File: src/rtl/simmem_pkg.sv
// Shared types and timing constants for the simulated memory.
package simmem_pkg;

  localparam int unsigned AxIdWidth = 4;
  localparam int unsigned AxAddrWidth = 16;
  localparam int unsigned AxLenWidth = 8;
  localparam int unsigned AxSizeWidth = 3;
  localparam int unsigned AxBurstWidth = 2;

  localparam int unsigned RowBufferLenWidth = 8;

  localparam int unsigned WriteRespBankAddrWidth = 4;
  localparam int unsigned ReadDataBankAddrWidth = 5;

  localparam int unsigned RowHitCost = 10;
  localparam int unsigned PrechargeCost = 50;
  localparam int unsigned ActivationCost = 45;

  typedef struct packed {
    logic [AxIdWidth-1:0]    id;
    logic [AxAddrWidth-1:0]  addr;
    logic [AxLenWidth-1:0]   burst_length;
    logic [AxSizeWidth-1:0]  burst_size;
    logic [AxBurstWidth-1:0] burst_type;
  } waddr_t;

  typedef struct packed {
    logic [AxIdWidth-1:0]    id;
    logic [AxAddrWidth-1:0]  addr;
    logic [AxLenWidth-1:0]   burst_length;
    logic [AxSizeWidth-1:0]  burst_size;
    logic [AxBurstWidth-1:0] burst_type;
  } raddr_t;

  typedef logic [WriteRespBankAddrWidth-1:0] write_iid_t;
  typedef logic [ReadDataBankAddrWidth-1:0]  read_iid_t;

  typedef logic [RowBufferLenWidth-1:0] row_id_t;

  typedef enum logic [1:0] {
    StIdle,
    StService,
    StRelease,
    StPrecharge
  } sched_state_e;

endpackage

File: src/rtl/simmem_delay_scheduler_row_cost.sv
// Service cost of one access given the row buffer state and the burst length.
module simmem_row_cost #(
  parameter int unsigned RowHitCost     = simmem_pkg::RowHitCost,
  parameter int unsigned PrechargeCost  = simmem_pkg::PrechargeCost,
  parameter int unsigned ActivationCost = simmem_pkg::ActivationCost,
  parameter int unsigned CntWidth       = 9
) (
  input  logic                                  row_open_i,
  input  simmem_pkg::row_id_t                   open_row_i,
  input  simmem_pkg::row_id_t                   req_row_i,
  input  logic [simmem_pkg::AxLenWidth-1:0]     burst_length_i,
  output logic [CntWidth-1:0]                   cost_o
);
  import simmem_pkg::*;

  logic [CntWidth-1:0] base;

  always_comb begin
    if (!row_open_i) begin
      base = CntWidth'(ActivationCost + RowHitCost);
    end else if (open_row_i == req_row_i) begin
      base = CntWidth'(RowHitCost);
    end else begin
      base = CntWidth'(PrechargeCost + ActivationCost + RowHitCost);
    end
    cost_o = base + CntWidth'(burst_length_i);
  end

endmodule

File: src/rtl/simmem_delay_scheduler.sv
// Shares one DRAM rank between write and read requests and releases each iid after its delay.
// Define SIMMEM_CLOSED_PAGE_EN for a closed-page policy with an explicit precharge phase.
module simmem_delay_scheduler #(
  parameter int unsigned RowHitCost     = simmem_pkg::RowHitCost,
  parameter int unsigned PrechargeCost  = simmem_pkg::PrechargeCost,
  parameter int unsigned ActivationCost = simmem_pkg::ActivationCost,
  parameter int unsigned CntWidth       =
      $clog2(PrechargeCost + ActivationCost + RowHitCost + 2**simmem_pkg::AxLenWidth)
) (
  input  logic                   clk_i,
  input  logic                   rst_i,
  input  simmem_pkg::waddr_t     waddr_i,
  input  simmem_pkg::write_iid_t waddr_iid_i,
  input  logic                   waddr_valid_i,
  output logic                   waddr_ready_o,
  input  simmem_pkg::raddr_t     raddr_i,
  input  simmem_pkg::read_iid_t  raddr_iid_i,
  input  logic                   raddr_valid_i,
  output logic                   raddr_ready_o,
  output logic                   release_valid_o,
  input  logic                   release_ready_i,
  output logic                   release_is_write_o,
  output simmem_pkg::write_iid_t release_write_iid_o,
  output simmem_pkg::read_iid_t  release_read_iid_o
);
  import simmem_pkg::*;

  if (CntWidth < $clog2(PrechargeCost + ActivationCost + RowHitCost + 2**AxLenWidth)) begin
    : gen_cnt_width_check
    $error("CntWidth cannot hold the largest access cost");
  end
  if (RowHitCost < 3) begin : gen_row_hit_check
    $error("RowHitCost must be at least 3");
  end

  sched_state_e        state_q, state_d;
  logic [CntWidth-1:0] cnt_q, cnt_d;
  logic                row_open_q, row_open_d;
  row_id_t             open_row_q, open_row_d;
  logic                prio_w_q, prio_w_d;
  logic                is_write_q, is_write_d;
  write_iid_t          wiid_q, wiid_d;
  read_iid_t           riid_q, riid_d;

  logic                  w_grant, r_grant;
  row_id_t               req_row;
  logic [AxLenWidth-1:0] req_len;
  logic [CntWidth-1:0]   cost;

  // Only the row bits of the address matter to the timing model.
  logic unused_req_fields;
  assign unused_req_fields = ^{waddr_i.id, waddr_i.addr[RowBufferLenWidth-1:0],
                               waddr_i.burst_size, waddr_i.burst_type,
                               raddr_i.id, raddr_i.addr[RowBufferLenWidth-1:0],
                               raddr_i.burst_size, raddr_i.burst_type};

  assign req_row = w_grant ? waddr_i.addr[AxAddrWidth-1:RowBufferLenWidth]
                           : raddr_i.addr[AxAddrWidth-1:RowBufferLenWidth];
  assign req_len = w_grant ? waddr_i.burst_length : raddr_i.burst_length;

  simmem_row_cost #(
    .RowHitCost    (RowHitCost),
    .PrechargeCost (PrechargeCost),
    .ActivationCost(ActivationCost),
    .CntWidth      (CntWidth)
  ) u_row_cost (
    .row_open_i    (row_open_q),
    .open_row_i    (open_row_q),
    .req_row_i     (req_row),
    .burst_length_i(req_len),
    .cost_o        (cost)
  );

  always_comb begin
    state_d    = state_q;
    cnt_d      = cnt_q;
    row_open_d = row_open_q;
    open_row_d = open_row_q;
    prio_w_d   = prio_w_q;
    is_write_d = is_write_q;
    wiid_d     = wiid_q;
    riid_d     = riid_q;
    w_grant    = 1'b0;
    r_grant    = 1'b0;
    unique case (state_q)
      StIdle: begin
        w_grant = waddr_valid_i & (prio_w_q | ~raddr_valid_i);
        r_grant = raddr_valid_i & (~prio_w_q | ~waddr_valid_i);
        if (w_grant || r_grant) begin
          state_d    = StService;
          cnt_d      = cost - CntWidth'(1);
          is_write_d = w_grant;
          wiid_d     = w_grant ? waddr_iid_i : '0;
          riid_d     = w_grant ? '0 : raddr_iid_i;
          prio_w_d   = ~w_grant;
`ifndef SIMMEM_CLOSED_PAGE_EN
          row_open_d = 1'b1;
          open_row_d = req_row;
`endif
        end
      end
      StService: begin
        if (cnt_q == '0) begin
          state_d = StRelease;
        end else begin
          cnt_d = cnt_q - CntWidth'(1);
        end
      end
      StRelease: begin
        if (release_ready_i) begin
`ifdef SIMMEM_CLOSED_PAGE_EN
          state_d = StPrecharge;
          cnt_d   = CntWidth'(PrechargeCost - 1);
`else
          state_d = StIdle;
`endif
        end
      end
`ifdef SIMMEM_CLOSED_PAGE_EN
      StPrecharge: begin
        if (cnt_q == '0) begin
          state_d = StIdle;
        end else begin
          cnt_d = cnt_q - CntWidth'(1);
        end
      end
`endif
      default: state_d = StIdle;
    endcase
  end

  always_ff @(posedge clk_i or posedge rst_i) begin
    if (rst_i) begin
      state_q    <= StIdle;
      cnt_q      <= '0;
      row_open_q <= 1'b0;
      open_row_q <= '0;
      prio_w_q   <= 1'b1;
      is_write_q <= 1'b0;
      wiid_q     <= '0;
      riid_q     <= '0;
    end else begin
      state_q    <= state_d;
      cnt_q      <= cnt_d;
      row_open_q <= row_open_d;
      open_row_q <= open_row_d;
      prio_w_q   <= prio_w_d;
      is_write_q <= is_write_d;
      wiid_q     <= wiid_d;
      riid_q     <= riid_d;
    end
  end

  // Readies are forced low while reset is held so all outputs read 0 during reset.
  assign waddr_ready_o       = w_grant & ~rst_i;
  assign raddr_ready_o       = r_grant & ~rst_i;
  assign release_valid_o     = (state_q == StRelease);
  assign release_is_write_o  = is_write_q;
  assign release_write_iid_o = wiid_q;
  assign release_read_iid_o  = riid_q;

endmodule

File: config.mk
export PLATFORM = sky130hd
export DESIGN_NAME = simmem_delay_scheduler
export DESIGN_NICKNAME = d
export VERILOG_FILES = /design/src/rtl/simmem_pkg.sv /design/src/rtl/simmem_delay_scheduler_row_cost.sv /design/src/rtl/simmem_delay_scheduler.sv
export SDC_FILE = /design/constraint.sdc
export NUM_CORES = 1
export LEC_CHECK = 0
export CORE_ASPECT_RATIO = 0.75
export CORE_MARGIN = 2
export CORE_UTILIZATION = 40
export CTS_CLUSTER_DIAMETER = 120
export DETAILED_ROUTE_END_ITERATION = 6
export PLACE_DENSITY = 0.8
export SYNTH_ARGS = -nofsm -noshare
export SYNTH_HDL_FRONTEND = slang
export SYNTH_SLANG_ARGS = --single-unit
File: constraint.sdc
create_clock -name clk_i -period 3.8 [get_ports clk_i]
set_input_delay 0.76 -clock clk_i [delete_from_list [all_inputs] [get_ports clk_i]]
set_output_delay 0.76 -clock clk_i [all_outputs]
set_load 0.05 [all_outputs]
After elaboration in Yosys (flattened, before gate mapping)
Index checks and enable logic that the tools add are counted.

operators by class
  add/sub/neg operators = 3
  $mul = 0
  divide/modulo/power cells = 0
  magnitude comparators = 0
  eq/ne operators = 7
  shifts and indexed selects = 0
  multiplexer cells = 15
  bitwise operators = 11
  reductions and logical operators = 7

operators by type and width
  cell                   count
  $mux W9                3
  $pmux W9 S2            1
  $sub A9 B1 Y9 const B  2
  $mux W8                2
  $add A9 B8 Y9          1
  $logic_not A9 Y1       1
  $eq A8 B8 Y1           1
  $mux W7                1
  $mux W2                3
  $ne A2 B2 Y1 const B   3
  $pmux W2 S3            1
  $reduce_and A3 Y1      2
  $mux W5                1
  $not A1 Y1             5
  $and A1 B1 Y1          4
  $mux W4                1
  $eq A2 B1 Y1 const B   1
  $eq A2 B2 Y1 const B   1
  $logic_not A2 Y1       1
  $mux W1                2
  $ne A2 B1 Y1 const B   1
  $or A1 B1 Y1           2
  $reduce_and A2 Y1      1
  $reduce_bool A2 Y1     1
  $logic_or A1 B1 Y1     1

storage, ports and cells
  flip-flop bits (word level) = 31
  bits in latches = 0
  RAM bits = 0
  bits in read-only memories = 0
  word-level logic and storage cells = 51
  memories kept = 0

Longest topological paths before layout
Gate-level depths: netlist of the first run.

  word-level depth = 12
  depth in mapped cells = 18
  gate-level depth less buffers = 17

Hierarchy
From an unflattened synthesis of the first run, not the netlist that was laid out.

unflattened totals
  cell total of the unflattened synthesis = 255
  area, all modules = 2262.2 um2

by module, submodules not included
  module                  times used  cells each  area each (um2)  sequential area each (um2)
  simmem_delay_scheduler  1           204         1836.8           777.0
  simmem_row_cost         1           51          425.4            0.0

Worst setup path after synthesis of the first run
OpenSTA, ideal clock, no wires.

  path type = input-to-reg
  start = input port raddr_i[28] in the netlist's numbering
  end = register cnt_q[7]
  data arrival time = 3.311 ns
  required time = 3.665 ns
  slack = 0.354 ns
  stages = 16
  buffers on the path = 0
  cells stage by stage = inv_1 a222oi_1 nand3_1 a2111oi_1 a31oi_1 ha_1 inv_1 ha_1 inv_1 fa_1 nor2b_1 o21ai_0 nand2b_1 a31oi_1 xor2_1 mux2i_1

between the ends
  longest elaborated chain between the ends = 8

RTL lines
  item                  RTL line                               source
  start, declared       simmem_delay_scheduler.sv:16           input simmem_pkg::raddr_t raddr_i,
  $mux W8               simmem_delay_scheduler.sv:57           assign req_row = w_grant ? waddr_i.addr[AxAddrWidth-1:RowBufferLenWidth]
  $eq A8 B8 Y1          simmem_delay_scheduler_row_cost.sv:21  end else if (open_row_i == req_row_i) begin
  $mux W7               simmem_delay_scheduler_row_cost.sv:21
  $mux W9               simmem_delay_scheduler_row_cost.sv:19  if (!row_open_i) begin
  $add A9 B8 Y9         simmem_delay_scheduler_row_cost.sv:26  cost_o = base + CntWidth'(burst_length_i);
  $sub A9 B1 Y9         simmem_delay_scheduler.sv:91           cnt_d = cost - CntWidth'(1);
  $mux W9               simmem_delay_scheduler.sv:89           if (w_grant || r_grant) begin
  $pmux W9 S2           simmem_delay_scheduler.sv:85           unique case (state_q)
  end signal, assigned  simmem_delay_scheduler.sv:144          cnt_q <= cnt_d;
  end, declared         simmem_delay_scheduler.sv:37           logic [CntWidth-1:0] cnt_q, cnt_d;

No other way between the ends. The select of a mux whose other input is x is not followed.
A chain may end at the register's enable or synchronous reset.

Worst setup path in the final report of the first run
  start = input port raddr_i[21] in the netlist's numbering
  end = register cnt_q[8]

The elaborated chain is that of the path after synthesis.

==> results of run 1 <==
==> metal layers <==
| metal | track usage (%) | vias up |
|---|---|---|
| met5 | 0 | - |
| met3 | 5.204 | 8 |
| li1 | - | 968 |
| met1 | 27.52 | 993 |
| met4 | 6.061 | 0 |
| met2 | 34.66 | 77 |
==> metrics by stage <==
stage | utilization, % | instances | setup WS, ps | hold slack, ps
final | 64.09 | 389 | 167.0 | 506.5
after global routing | 64.09 | 389 | -31.88 | 519.1
after CTS | 63.81 | 389 | 6.943 | 508.7
after detailed placement | 57.77 | 370 | -630.0 | 490.0
after global placement | 57.77 | 370 | -539.3 | 483.9
after floorplan | - | 230 | 354.0 | 469.2
==> state kept, by name (all words and copies together) (netlist names) <==
register / count
release_read_iid_o: 5
row_open_q: 1
release_is_write_o: 1
cnt_q: 9
open_row_q: 8
prio_w_q: 1
state_q: 2
release_write_iid_o: 4
==> cell usage after synthesis, types with 5 or more instances <==
cell type	number
dfrtp_1	30
inv_1	28
o21ai_0	19
mux2i_1	17
ha_1	15
nand2_1	15
a22o_1	13
xor2_1	12
nor2_1	11
a21oi_1	8
clkbuf_1	6
nor3_1	6
nand2b_1	5
nand3_1	5
nor2b_1	5
==> placed cells by master (no fill, tap or decap), types with 3 or more instances in the layout <==
cell and n:
dlygate4sd2_1 6, dlymetal6s2s_1 3, a21oi_1 7, inv_2 6
mux2i_1 16, o21ai_0 15, nand2b_1 5, nor3_1 4
clkdlybuf4s50_1 43, nor2_1 10, a222oi_1 3, nor2b_1 5
and3_1 3, inv_1 22, xor2_1 11, clkbuf_8 6
buf_4 29, dfrtp_1 30, ha_1 12, nand2_1 15
a22o_1 13, o21a_1 3, clkdlybuf4s15_1 3, o21ai_1 3
==> worst max-delay path, delay by kind of cell <==
family | cells | cell delay (ps)
AOI/OAI and AO/OA | 7 | 1730
xor gates and xnor gates | 1 | 200
adders and majority gates | 2 | 460
buffers and inverters | 4 | 460
and+or+nand+nor | 2 | 220
==> area by class of cell <==
cell class / count / area [sq um]
multi-input cells: 161 / 1331
clock inverters: 1 / 5.005
well taps: 72 / 90.09
clock buffers: 7 / 86.33
inverters: 29 / 111.4
repair buffers: 88 / 809.5
fillers: 412 / 1799
flip-flops and latches: 31 / 777.0
==> worst paths after layout <==
kind                       depth (start not counted)                    end  slack (ps)
setup / recovery                                  16               cnt_q[8]         170
hold / removal                                     1  release_read_iid_o[1]         510
setup reg to reg                                  17               cnt_q[8]         330
hold reg to reg                                    1  release_read_iid_o[1]         510
max in group asynchronous                          3               prio_w_q        2570
min in group asynchronous                          3     release_is_write_o         900
==> power by group <==
group	leakage [nW]	switching, mW	internal (mW)	total [mW]
Clock	0.0482	0.131	0.146	0.277
Combinational	1.05	0.0557	0.0788	0.134
Sequential	0.379	0	0.330	0.330
==> repair_timing <==
action,4_1_cts,5_1_grt
setup buffers,11,0
resized for setup,39,18
endpoints found under the setup margin,6,4
hold endpoints to repair,0,0
pin swaps,20,16
==> kinds of logic after synthesis <==
group,synth area share [%]
buf+inv,7.615
xor+xnor,5.785
fa+ha+maj,9.799
simple gates,14.29
flops,36.66
compound gates,17.83
mux,8.028
==> results by stage, run 1 <==
Timing:
- The slew at the pin with the worst max-slew slack is 516.9 ps.
- Subtracting the final worst setup slack from the clock period gives about 3600 ps.
- The worst pin sits at a relative slew slack of between 60% and 70%.
- Setup violations remaining at the end of the flow were counted as 0.
- The post-route clock period utilization is 95.61%.
- The setup TNS after final layout is 0 ps.
- The max-slew violation count is 0.
- The hold violation total from the final report was 0.
- The maximum achievable frequency is about 0.28 GHz.
- On the final layout, the worst clock skew is roughly 7.0 ps.

Detailed routing:
- The wire length reported by the detailed router is roughly 5.7 mm.
- The wire length per cell is ~15 um.
- After detailed routing, the number of vias per cell comes to 5.260.
- After detailed routing, the number of remaining DRC violations is 0.
- The total met2 wirelength after detailed routing is approximately 2.7 mm.
- The sum of met3 wire segment lengths after detailed routing is about 440 um.
- After detailed routing, no signal wire sits above met4.
- In this run, the number of DRC markers left after iteration 0 of detailed routing was between 100 and 150.
- The detailed router placed around 2000 vias in this run.
- The first-pass iteration count of the detailed router is 4.
- The number of nets with antenna violations after routing is 0.
- The post-route met1 wirelength is around 2.6 mm.

Global routing:
- The first-pass GRT wire length is 9.363 mm.
- Entering global routing, the biggest net connects 32 pins.
- The number of global-route vias before repair is 1986.
- Global routing used a little over a fifth of the available tracks across all layers.
- The number of antenna violations at the first check in global routing is 0.
- The leftover overflow at the end of global routing is 0.

CTS:
- The clock latency reported for the late side of the worst-skew pair is roughly 300 ps.
- In this run, CTS created clock tree buffers numbering 5.
- The register clock-pin slew on the reported worst setup and hold paths is about 70 ps.
- TritonCTS built the clock tree.
- The number of sinks driven by the clock tree is 31.
- Hold repair after CTS inserted 0 buffers.
- In this run the deepest clock path goes through 2 buffers.
- The clock root buffer master is clkbuf_8.
- CTS built an H-tree with a depth of 2.

Critical path:
- The launching point of the worst reg2reg path is prio_w_q.
- STA classifies the critical path endpoint as a flip-flop.
- The critical path goes through clkdlybuf4s15_1, inv_2, a222oi_1, nand3_2, a2111oi_4, buf_4, a31oi_4, ha_4, inv_4, ha_4, a21oi_2, nor2b_1, o31a_1, o41ai_2, xor2_1, o21ai_1.
- Data on the critical path arrives at its endpoint at ~3800 ps.
- Data on the critical path is required at its endpoint by 3980 ps.
- The largest stage delay on the critical path is 430 ps.
- The maximum fanout encountered on the critical timing path is 2.
- The critical path starts at raddr_i[21].
- The slowest library cell on the worst path is a222oi_1.
- STA classifies the critical path startpoint as an input pin.
- The type of the setup path with the least slack is in2reg.
- The library cell appearing most often on the critical path is ha_4.

Placed design:
- During placement, the flow inserted port buffers numbering 58.
- The detailed placer's ending HPWL is about 3.9 mm.
- The cell area after placement is between 0.002 and 0.003 sq mm.
- The congestion estimate from routability-driven global placement came to 0.8471.

Logic synthesis:
- The share of Yosys cell area claimed by the top area cell type is roughly 35%.
- The number of different library cells in the post-synthesis netlist is 37.
- For this run, the register share of the synthesized area comes to 36.66%.
- The total nets after synthesis is roughly 330.
- Of all cell types, the one taking the most synthesized area is dfrtp_1.
- The total standard cell area after synthesis is around 0.0021 sq mm.
- The post-synthesis async set-or-reset flop share is 100.0%.
- The most common flop cell mapped by yosys is dfrtp_1.
- Yosys printed 0 warnings.
- Synthesis inferred 31 register bits.
- The per-instance average area after synthesis is between 9 and 10 sq um.
- In the synthesized netlist, the number of instances is between 200 and 250.
- Yosys attributes the largest share of cell area to dfrtp_1, ha_1, mux2i_1.
- The number of flops mapped to enable cells by yosys is 0.

Finish:
- The synthesis-to-finish area growth is 51.48%.
- After routing the design area is 0.003211 sq mm.
- The net total in the final layout is between 400 and 500.
- Cells with a size suffix above 1 make up a little over a fifth of the layout.
- The count of antenna diodes in the layout is 0.

Job:
- The total of max-cap violations is 0.

Die:
- The vertical extent of the die is approximately 67 um.
- The core region is 0.005010 sq mm.
- Measured along the x axis, the die boundary spans 88.06 um.
- The die covers slightly below 0.006 sq mm.
- The starting utilization of the core area is 42.31%.
- During I/O placement, the number of pins put on the boundary was just over 90.
- The floorplan has 22 rows.

Pwr:
- The standby leakage power is around 1.5 nW.
- The overall power consumption is between 0.7 and 0.8 mW.
- IR analysis of the VDD net gives a maximum drop of between 0.1 and 0.15 mV.
- In this run the power density over the cells is ~230 mW/mm^2.

Hold path:
- The classification of the worst-slack hold path is reg2reg.
- The hold path startpoint is release_read_iid_o[1].

Status:
- The flow ran to the end, and the final reports show no timing, DRC or antenna violations.
Power figures use the tool's default switching activity.
==> run 2, diff against run 1 <==
--- a/config.mk
+++ b/config.mk
@@ -5,6 +5,7 @@
 export SDC_FILE = /design/constraint.sdc
 export NUM_CORES = 1
 export LEC_CHECK = 0
+export CAP_MARGIN = 20
 export CORE_ASPECT_RATIO = 0.75
 export CORE_MARGIN = 2
 export CORE_UTILIZATION = 40
==> results of run 2 <==
The final DEF is identical to that of run 1; final timing and power are the same.
